--- config.mk ---
export PLATFORM = sky130hd
export DESIGN_NAME = morse_receiver
export DESIGN_NICKNAME = d
export VERILOG_FILES = /design/src/rtl/morse_receiver.sv
export SDC_FILE = /design/constraint.sdc
export NUM_CORES = 1
export LEC_CHECK = 0
export BUFFER_PORTS_ARGS = -buffer_cell sky130_fd_sc_hd__buf_4
export CAP_MARGIN = 20
export CORE_MARGIN = 2
export CORE_UTILIZATION = 35
export CTS_BUF_LIST = sky130_fd_sc_hd__clkbuf_16
export DETAILED_ROUTE_END_ITERATION = 10
export MAX_ROUTING_LAYER = met4
export PLACE_DENSITY = 0.49
export RECOVER_POWER = 50
export SLEW_MARGIN = 15
export SYNTH_ARGS = -nofsm -noshare
export SYNTH_HDL_FRONTEND = slang
export SYNTH_SLANG_ARGS = --single-unit
--- constraint.sdc ---
create_clock -name clk_100Mhz -period 2.75 [get_ports clk_100Mhz]
set_input_delay 0.4125 -clock clk_100Mhz [delete_from_list [all_inputs] [get_ports clk_100Mhz]]
set_output_delay 0.4125 -clock clk_100Mhz [all_outputs]
set_load 0.01 [all_outputs]
--- src/rtl/morse_receiver.sv ---
// morse_receiver: synchronises and debounces a straight key, times marks and spaces in
// Morse units and emits one pulse per decoded character (or word space).
module morse_receiver #(
    parameter int UNIT_CYCLES     = 10_000_000,
    parameter int DEBOUNCE_CYCLES = 1_000_000,
    parameter int DASH_UNITS      = 2,
    parameter int CHAR_GAP_UNITS  = 2,
    parameter int WORD_GAP_UNITS  = 5
) (
    input  logic       clk_100Mhz,
    input  logic       reset_n,
    input  logic       key_in,
    output logic       data_valid,
    output logic [2:0] char_index,
    output logic [5:0] char_data,
    output logic       key_db,
    output logic       char_err
);
    localparam int CW = $clog2(UNIT_CYCLES);
    localparam int DW = $clog2(DEBOUNCE_CYCLES + 1);

    typedef enum logic [1:0] {IDLE, MARK, CGAP, WGAP} state_t;

    state_t        state_q;
    logic [1:0]    sync_q;
    logic [DW-1:0] db_cnt_q;
    logic          key_db_q;
    logic [CW-1:0] cyc_q;
    logic [3:0]    unit_q;
    logic [2:0]    cnt_q;
    logic [5:0]    bits_q;
    logic          ovf_q;
    logic          emitted_q;
    logic          dv_q;
    logic          err_q;
    logic [2:0]    idx_q;
    logic [5:0]    dat_q;

    logic       key_sync;
    logic       flip;
    logic       rise;
    logic       fall;
    logic       tick;
    logic       dash;
    logic       reach_c;
    logic       reach_w;
    logic [3:0] unit_d;

    // unit_d includes the cycle in progress, so a mark of exactly DASH_UNITS units is a dash
    always_comb begin
        key_sync = sync_q[1];
        flip     = (key_sync != key_db_q) && (db_cnt_q == DW'(DEBOUNCE_CYCLES - 1));
        rise     = flip && !key_db_q;
        fall     = flip && key_db_q;
        tick     = cyc_q == CW'(UNIT_CYCLES - 1);
        unit_d   = (tick && unit_q != 4'd15) ? unit_q + 4'd1 : unit_q;
        dash     = unit_d >= 4'(DASH_UNITS);
        reach_c  = tick && (unit_q == 4'(CHAR_GAP_UNITS - 1));
        reach_w  = tick && (unit_q == 4'(WORD_GAP_UNITS - 1));
    end

    always_ff @(posedge clk_100Mhz or negedge reset_n) begin
        if (!reset_n) begin
            state_q   <= IDLE;
            sync_q    <= '0;
            db_cnt_q  <= '0;
            key_db_q  <= 1'b0;
            cyc_q     <= '0;
            unit_q    <= '0;
            cnt_q     <= '0;
            bits_q    <= '0;
            ovf_q     <= 1'b0;
            emitted_q <= 1'b0;
            dv_q      <= 1'b0;
            err_q     <= 1'b0;
            idx_q     <= '0;
            dat_q     <= '0;
        end else begin
            sync_q   <= {sync_q[0], key_in};
            db_cnt_q <= (key_sync == key_db_q || flip) ? '0 : db_cnt_q + DW'(1);
            key_db_q <= flip ? key_sync : key_db_q;
            cyc_q    <= (flip || tick) ? '0 : cyc_q + CW'(1);
            unit_q   <= flip ? 4'd0 : unit_d;
            dv_q     <= 1'b0;
            err_q    <= 1'b0;
            case (state_q)
                IDLE: if (rise) begin
                    state_q <= MARK;
                    cnt_q   <= '0;
                    bits_q  <= '0;
                    ovf_q   <= 1'b0;
                end
                MARK: if (fall) begin
                    state_q <= CGAP;
                    if (cnt_q == 3'd5) ovf_q <= 1'b1;
                    else begin
                        bits_q <= {bits_q[4:0], dash};
                        cnt_q  <= cnt_q + 3'd1;
                    end
                end
                CGAP: if (rise) state_q <= MARK;
                else if (reach_c) begin
                    state_q <= WGAP;
                    if (ovf_q) err_q <= 1'b1;
                    else begin
                        dv_q      <= 1'b1;
                        idx_q     <= cnt_q - 3'd1;
                        dat_q     <= bits_q;
                        emitted_q <= 1'b1;
                    end
                end
                WGAP: if (rise) begin
                    state_q <= MARK;
                    cnt_q   <= '0;
                    bits_q  <= '0;
                    ovf_q   <= 1'b0;
                end else if (reach_w) begin
                    state_q <= IDLE;
                    if (emitted_q) begin
                        dv_q      <= 1'b1;
                        idx_q     <= 3'd5;
                        dat_q     <= '0;
                        emitted_q <= 1'b0;
                    end
                end
            endcase
        end
    end

    assign data_valid = dv_q;
    assign char_err   = err_q;
    assign char_index = idx_q;
    assign char_data  = dat_q;
    assign key_db     = key_db_q;
endmodule

* After elaboration in Yosys (flattened, before gate mapping)
Index checks and enable logic that the tools add are counted.
Cells by class: $add $sub $neg 5, $mul 0, div/mod/pow operators 0, $lt $le $gt $ge 1, equality and inequality tests 24, shift operators 0, muxes and demuxes 54, bitwise operators 0, reduce and logical (&&, ||, !) cells 18
Operator list (number):
- 6-bit two-way mux | 9
- 3-bit two-way mux | 9
- 24-bit by 1-bit adder with 24-bit output, second input constant | 1
- 24-bit == test, second input constant | 1
- 24-bit two-way mux | 1
- 6-bit one-hot mux with 2 select lines | 2
- 20-bit by 1-bit adder with 20-bit output, second input constant | 1
- 20-bit == test, second input constant | 1
- 20-bit two-way mux | 1
- 2-bit != test, second input constant | 10
- 1-bit two-way mux | 18
- 2-bit two-way mux | 6
- 3-bit one-hot mux with 2 select lines | 2
- 4-bit AND reduction | 3
- 4-bit two-way mux | 2
- 2-bit one-hot mux with 4 select lines | 1
- 7-bit AND reduction | 1
- 1-bit logical AND | 6
- 3-bit != test, second input constant | 2
- 1-bit one-hot mux with 2 select lines | 3
- 6-bit AND reduction | 1
- 4-bit by 1-bit adder with 4-bit output, second input constant | 1
- 2-bit == test, second input constant | 2
- 4-bit by 1-bit == test with 1-bit output, second input constant | 1
- 15 further kinds | 17
Storage, ports and cells: register bits 75, latch bits 0, RAM bits 0, bits in read-only memories 0, input bits 3, output and inout bits 12, memories 0

* Depth between registers and ports, before layout
Gate-level depths: netlist of run 1.
depth in word-level cells 7, depth in mapped cells 8, mapped depth without buffers 7

* Worst setup path after synthesis of run 1
Ideal clock, no wire load.
path kind reg2reg, start register cyc_q[0], end register state_q[1], library setup time 0.104 ns, arrival time 2.286 ns, path slack 0.361 ns, cell stages (with the launch flop) 7, buffers on the path 0, path through dfrtp_1 -> ha_1 -> nand2_1 -> or4_4 -> o41a_1 -> or4_4 -> o311ai_1
Between the ends: word-level cells in the longest chain between the ends 4
Ends and longest elaborated chain:
- start, declared | RTL line 28 | logic [CW-1:0] cyc_q;
- start signal, assigned | RTL line 82 | cyc_q <= (flip || tick) ? '0 : cyc_q + CW'(1);
- 24-bit == test (*) | RTL line 55 | tick = cyc_q == CW'(UNIT_CYCLES - 1);
- 1-bit logical AND (on tied branches) | RTL line 59, 58
- 3-bit != test (no source line)
- 4-bit AND reduction (no source line) (*)
- end signal, assigned | RTL line 64 | state_q <= IDLE;
- end signal, assigned | RTL line 88 | state_q <= MARK;
- end signal, assigned | RTL line 94 | state_q <= CGAP;
- end, declared | RTL line 24 | state_t state_q;
Mark *: on every way between the ends. The rest lies on a longest branch, timed or not. A chain may end at the register's enable or synchronous reset.

* Final worst setup path of run 1
start register cyc_q[14], end register idx_q[2] (netlist: char_index[2])
Between the ends: word-level cells in the longest chain between the ends 4
Ends and longest elaborated chain:
- 24-bit == test (*) | RTL line 55
- 1-bit logical AND (on tied branches) | RTL line 59, 58
- 2-bit != test (no source line)
- 7-bit AND reduction (no source line) (*)
- end signal, assigned | RTL line 107 | idx_q <= cnt_q - 3'd1;
- end, declared | RTL line 36 | logic [2:0] idx_q;
Marks and branches as above.

==> key figures, run 1 <==
Synth
  – Xor and xnor area share after synthesis: 9.92%
  – Synth Warn #: 0
  – Syn Nets: 399
  – Cell taking the most area after synthesis: dfrtp_1
  – Largest family of logic cells by synthesized area: simple AND/OR/NAND/NOR gates
  – Count leader, synth: dfrtp_1
  – Adder-Cell Fraction of Synth Area: 3.86%
  – Syn Inst Count: 384
  – #FFs+latches synth: 75
  – Compound-Gate Fraction of Synth Area: 8.99%
  – Synth unique cells: 57
  – Area contributors post-synth: dfrtp_1 48%, xnor2_1 6.3%, nor2_1 5.9%
  – Synth top area share: 48.3%
  – Mapped Area: 0.00388 mm2
  – Sequential share of the synthesized area: 48.3%
  – Post-Synth Simple-Gate Area: 24.4%
  – EDFF count, synth: 0
  – Ys async rst share: 100%
  – Multiplexer area fraction after synthesis: 1.10%
  – Top FF cell, synth: dfrtp_1
  – Mapped Avg Cell Area: 10.1 um2
  – Most frequent cells after synthesis: 75 x dfrtp_1, 61 x nor2_1, 28 x xnor2_1, 22 x nand2_1, 21 x inv_1

STA
  – TNS Setup: 0 ns
  – Fin Clk Skew: 0.00481 ns
  – Slew Limit Fails: 76
  – Fin worst setup slack: 0.180 ns
  – Period minus WS final: 2.57 ns
  – Final setup violation count: 0
  – Worst-margin pin slew: 1.86 ns
  – Final hold viol count: 0
  – Final period util: 93.5%
  – Worst Hold Slack: 0.204 ns
  – RSZ-0062 raised after global routing: false
  – Slew HR: -23.7%
  – Fmax: 389 MHz

Detailed routing
  – Via count: 2796
  – Drt drc: 0
  – Drt wl/cell: 13.9 um
  – Vias per cell: 5.05
  – Antenna-violating nets left: 0
  – Pre-Repair DR Iteration Count: 4
  – Routed WL: 7720 um
  – DRT iter0 DRCs: 163

Power
  – Seq pwr share: 48.6%
  – Worst VDD drop: 307 uV
  – Pint: 1.81 mW
  – Clock power frac: 49.7%
  – Power consumption: 2.29 mW
  – PwrDens: 515 mW/mm2
  – Comb power frac: 1.7%
  – Net switching power of the design: 0.486 mW
  – Sw Ratio: 21.2%
  – LEAKAGE: 1.90 nW

Job
  – Maxcap violations: 1

Die
  – Initial Util: 35.8%
  – Die X: 109 um
  – Die area: 0.0120 mm2
  – Placeable Area: 0.0108 mm2
  – I/O pin total: 15
  – Overall die height: 109 um
  – Rows: 38

Clock tree
  – Htree depth: 3
  – Post-CTS setup buffer count: 0
  – Clock buffer depth: 2
  – Clock Latency Late Sink: 0.33 ns
  – CTS Buf Count: 9
  – CTS resizes: 0
  – CTS clk-pin slew, worst paths: 0.06 ns
  – Root buffer cell: clkbuf_16
  – Number of hold buffers added after CTS: 0
  – TritonCTS Sinks: 75
  – CTS tree: built

GRT
  – Initial antenna violation count: 0
  – First-pass GRT wire length: 13200 um
  – Vias in the first global route: 2726
  – GR Overflow Total: 0
  – Largest net degree at the start of global routing: 76
  – Total Routing Usage GR: 14.8%

Final layout
  – Layout Cells excl Fill: 554
  – N_diodes: 0
  – Final #Nets: 425
  – Area growth syn-to-layout: 14.6%
  – Layout fillers: 1066
  – Layout cells sized above 1: 11.4%

Critical path
  – Startpoint types: flop
  – Worst endpoint required time: 3.01 ns
  – Reg2reg start: cyc_q[14]$_DFF_PN0_
  – Slowest CP cell: or4b_1
  – CP max stage delay: 0.67 ns
  – CP Capture Type: flop
  – Critical path class: reg -> reg
  – CP arrival: 2.83 ns
  – Crit Path Max Fanout: 9
  – R2R setup slack: 0.18 ns
  – CP endpoint: char_index[2]$_DFFE_PN0P_
  – Reg2reg path depth: 6
  – RR Endpoint: char_index[2]$_DFFE_PN0P_
  – Worst Setup SP: cyc_q[14]$_DFF_PN0_
  – Cells along the critical path: or4b_1 > nor4_1 > nand4b_1 > a221oi_4 > buf_12 > a2bb2oi_1

Min path
  – Hold Path Class: in -> reg
  – Worst Hold Launch: key_in

Place
  – Worst slack, placed: 0.161 ns
  – Placed cells: 538
  – Post-DP HPWL: 5230 um
  – Port Buffers: 14
  – GPL Wtd Cong: 0.800

Run status
  – Status: finished with violations
  – Failing checks: capacitance limit, slew limit
-- worst max-delay path: cells and delay by family (launching register included) --
kind | cells | cell delay [ns]
buffers and inverters | 1 | 0.16
and+or+nand+nor | 3 | 1.40
DFF | 1 | 0.44
AOI/OAI and AO/OA | 2 | 0.50
-- area by class of cell --
class | count | area, um2 | area share, %
Tap cell | 140 | 175 | 3.93
Timing Repair Buffer | 22 | 164 | 3.68
Multi-Input combinational cell | 281 | 1880 | 42.1
Clock buffer | 9 | 225 | 5.06
Sequential cell | 75 | 1880 | 42.1
Inverter | 21 | 78.8 | 1.77
Clock inverter | 6 | 57.6 | 1.29
-- cell families after synthesis --
logic type / Yosys count
fa+ha+maj: 12
xor+xnor: 44
simple gates: 177
compound gates: 44
mux: 4
buf+inv: 28
flops: 75
-- through the flow --
stage,util [%],area (um2)
finish,41.1,4450
global route,41.1,4450
CTS,41.0,4450
detailed placement,38.4,4170
global placement,38.4,4170
floorplan,-,3880
-- flip-flops by register name, indices dropped and copies added (netlist names), 2 cells and up --
register / count
sync_q: 2
cnt_q: 3
unit_q: 4
state_q: 2
cyc_q: 24
char_data: 6
char_index: 3
bits_q: 6
db_cnt_q: 20
-- per-layer routing --
metal  up-vias  wire, um  GRT usage [%]
li1       1408         -              -
met1      1343      3960           19.9
met2        33      3430           21.9
met3        12       198           3.14
met4         0       133           6.06
met5         -         0              -
-- power by group through the flow --
stage               combinational (mW)  sequential (mW)  clock, mW
global placement                0.0411             1.13          0
CTS                             0.0417             1.11       1.18
global route                    0.0467             1.11       1.22
detailed placement              0.0416             1.13          0
floorplan                       0.0122             1.13          0
finish                          0.0380             1.11       1.14
-- worst min path at each step --
stage / end / slack [ns] / depth (start not counted)
floorplan: bits_q[0]$_DFFE_PN0P_ / 0.12 / 0
global route: sync_q[0]$_DFF_PN0_ / 0.20 / 1
detailed placement: sync_q[1]$_DFF_PN0_ / 0.36 / 0
finish: sync_q[0]$_DFF_PN0_ / 0.20 / 1
CTS: sync_q[0]$_DFF_PN0_ / 0.17 / 1
global placement: sync_q[1]$_DFF_PN0_ / 0.36 / 0
-- cells in the final DEF (no fill, tap or decap), types with 3 or more instances in the layout --
cell type	count
dfrtp_1	75
nor2_1	61
xnor2_1	28
nand2_1	22
inv_1	21
nand3_1	19
nor3_1	16
xor2_1	16
buf_4	16
ha_1	12
nand4_1	11
clkbuf_16	9
and3_1	8
o2bb2ai_1	7
a22o_1	6
nor4_1	5
and4_1	5
a21oi_1	5
o21ai_0	5
nand2b_1	4
nand4b_1	3
or4_4	3
a31oi_1	3
clkinv_2	3
clkbuf_1	3
Power figures use the tool's default switching activity.
==> run 2, diff against run 1 <==
--- a/config.mk
+++ b/config.mk
@@ -5,14 +5,14 @@
 export SDC_FILE = /design/constraint.sdc
 export NUM_CORES = 1
 export LEC_CHECK = 0
-export BUFFER_PORTS_ARGS = -buffer_cell sky130_fd_sc_hd__buf_4
 export CAP_MARGIN = 20
 export CORE_MARGIN = 2
 export CORE_UTILIZATION = 35
 export CTS_BUF_LIST = sky130_fd_sc_hd__clkbuf_16
 export DETAILED_ROUTE_END_ITERATION = 10
+export DONT_BUFFER_PORTS = 1
 export MAX_ROUTING_LAYER = met4
-export PLACE_DENSITY = 0.49
+export PLACE_DENSITY = 0.48
 export RECOVER_POWER = 50
 export SLEW_MARGIN = 15
 export SYNTH_ARGS = -nofsm -noshare
==> run 2 against run 1 <==
Compared with the run above: the run still ends with capacitance limit, slew limit left; routed wire length decreased by 1.4%; count of clock-buffer cells in the layout unchanged; global-route usage grew 0.072 points; clock power decreased by 6%; critical endpoint unchanged; critical path depth unchanged; flip-flop and latch count did not move; utilization down 0.82 points; hold slack got worse by 0.093 ns; largest cell class is now multi-input combinational cells.
==> key figures, run 2 (synthesis results as in run 1) <==
Run status
  – Status: finished with violations
  – Failing checks: capacitance limit, slew limit

Critical path
  – CP Capture Type: flop
  – Reg2reg start: cyc_q[0]$_DFF_PN0_
  – Worst endpoint required time: 3.00 ns
  – Startpoint types: flop
  – Critical path class: reg -> reg
  – CP arrival: 2.83 ns
  – Crit Path Max Fanout: 9
  – R2R setup slack: 0.17 ns
  – Worst Setup SP: cyc_q[0]$_DFF_PN0_

Clock tree
  – CTS clk-pin slew, worst paths: 0.06 ns
  – CTS tree: built
  – Clock buffer depth: 2
  – Clock Latency Late Sink: 0.33 ns
  – Root buffer cell: clkbuf_16
  – CTS Buf Count: 9
  – TritonCTS Sinks: 75
  – Htree depth: 3

Detailed routing
  – Routed WL: 7620 um
  – Via count: 2725
  – Drt drc: 0
  – Vias per cell: 5.02
  – Drt wl/cell: 14.0 um
  – Antenna-violating nets left: 0
  – Pre-Repair DR Iteration Count: 4
  – DRT iter0 DRCs: 134

Final layout
  – Commonest non-fill, non-tap cells in the layout: 75 x dfrtp_1, 61 x nor2_1, 28 x xnor2_1, 22 x nand2_1, 21 x inv_1
  – N_diodes: 0
  – Layout Cells excl Fill: 543
  – Largest register FFs: 24
  – Largest registers: cyc_q (24), db_cnt_q (20)
  – Area of the multi-input gates: 0.00188 mm2
  – Final #Nets: 414
  – Layout cells sized above 1: 10.2%
  – Final instance area: 0.00436 mm2
  – FF/Latch Area: 0.00188 mm2
  – Top reg by flops: cyc_q
  – Layout fillers: 1078
  – Most common cell after layout, fill and taps aside: dfrtp_1
  – Area growth syn-to-layout: 12.3%

STA
  – Fin worst setup slack: 0.170 ns
  – Final setup violation count: 0
  – Period minus WS final: 2.58 ns
  – Slew Limit Fails: 76
  – Fin Clk Skew: 0.00704 ns
  – RSZ-0062 raised after global routing: false
  – Worst Hold Slack: 0.112 ns
  – Fmax: 388 MHz
  – Slew HR: -12.4%
  – Final hold viol count: 0
  – TNS Setup: 0 ns
  – Worst-margin pin slew: 1.69 ns
  – Final period util: 93.8%

Place
  – Worst slack, placed: 0.120 ns
  – Post-DP HPWL: 5180 um
  – Placed cells: 526
  – Port Buffers: 0
  – Post-DP Area: 0.00408 mm2
  – GPL Wtd Cong: 0.757

Power
  – LEAKAGE: 1.83 nW
  – Worst VDD drop: 205 uV
  – PwrDens: 510 mW/mm2

Die
  – Overall die height: 109 um
  – Initial Util: 35.8%
  – Placeable Area: 0.0108 mm2
  – I/O pin total: 15
  – Die area: 0.0120 mm2
  – Die X: 109 um
  – Rows: 38

GRT
  – GR Overflow Total: 0
  – Vias in the first global route: 2729
  – Largest net degree at the start of global routing: 76
  – Total Routing Usage GR: 14.9%
  – Initial antenna violation count: 0
  – First-pass GRT wire length: 13600 um

Min path
  – Worst Hold Launch: key_in
  – Hold Path Class: in -> reg

Job
  – Maxcap violations: 1
## run 2: repair_timing
action | CTS | global route
hold buffers | 2 | 0
setup buffers | 0 | 0
endpoints found under the setup margin | 0 | 11
hold endpoints to repair | 75 | 0
gates resized for setup | 0 | 1
## run 2: worst paths after layout
check,end,depth (start not counted)
max,char_index[2]$_DFFE_PN0P_,6
min,sync_q[0]$_DFF_PN0_,0
max reg2reg,char_index[2]$_DFFE_PN0P_,6
min reg2reg,sync_q[1]$_DFF_PN0_,0
max in group asynchronous,unit_q[1]$_DFF_PN0_,2
min in group asynchronous,db_cnt_q[18]$_DFF_PN0_,2
## run 2: final cells by class
| cell class | instances | area share, % |
|---|---|---|
| Sequential cell | 75 | 43.0 |
| Timing Repair Buffer | 11 | 1.89 |
| Clock buffer | 9 | 5.16 |
| Tap cell | 140 | 4.01 |
| Inverter | 21 | 1.81 |
| Clock inverter | 6 | 0.975 |
| Multi-Input combinational cell | 281 | 43.1 |
## run 2: where the power goes
| part | internal [mW] | switching [mW] | total [mW] |
|---|---|---|---|
| combinational | 0.00726 | 0.0311 | 0.0384 |
| sequential | 1.11 | 0.00552 | 1.11 |
| clock | 0.607 | 0.465 | 1.07 |
| total | 1.72 | 0.502 | 2.22 |
## run 2: critical path, cell delays in order (launching register included)
cell and delay, ns:
dfrtp_1 0.36, ha_1 0.23, nand2_1 0.11, or4_4 0.54, or4_4 0.57, a221oi_4 0.51
a2bb2oi_1 0.19
## run 2: routing by layer
layer	GRT usage (%)	routed length, um	vias up
met2	21.4	3380	29
met3	2.49	172	13
li1	-	-	1382
met4	5.70	124	0
met1	21.1	3940	1301
met5	-	0	-
## run 2: through the flow
stage | util [%] | power (mW)
2_1_floorplan | - | 1.15
3_3_place_gp | 37.6 | 1.15
3_5_place_dp | 37.6 | 1.15
4_1_cts | 40.4 | 2.25
5_1_grt | 40.3 | 2.32
6_report | 40.3 | 2.22
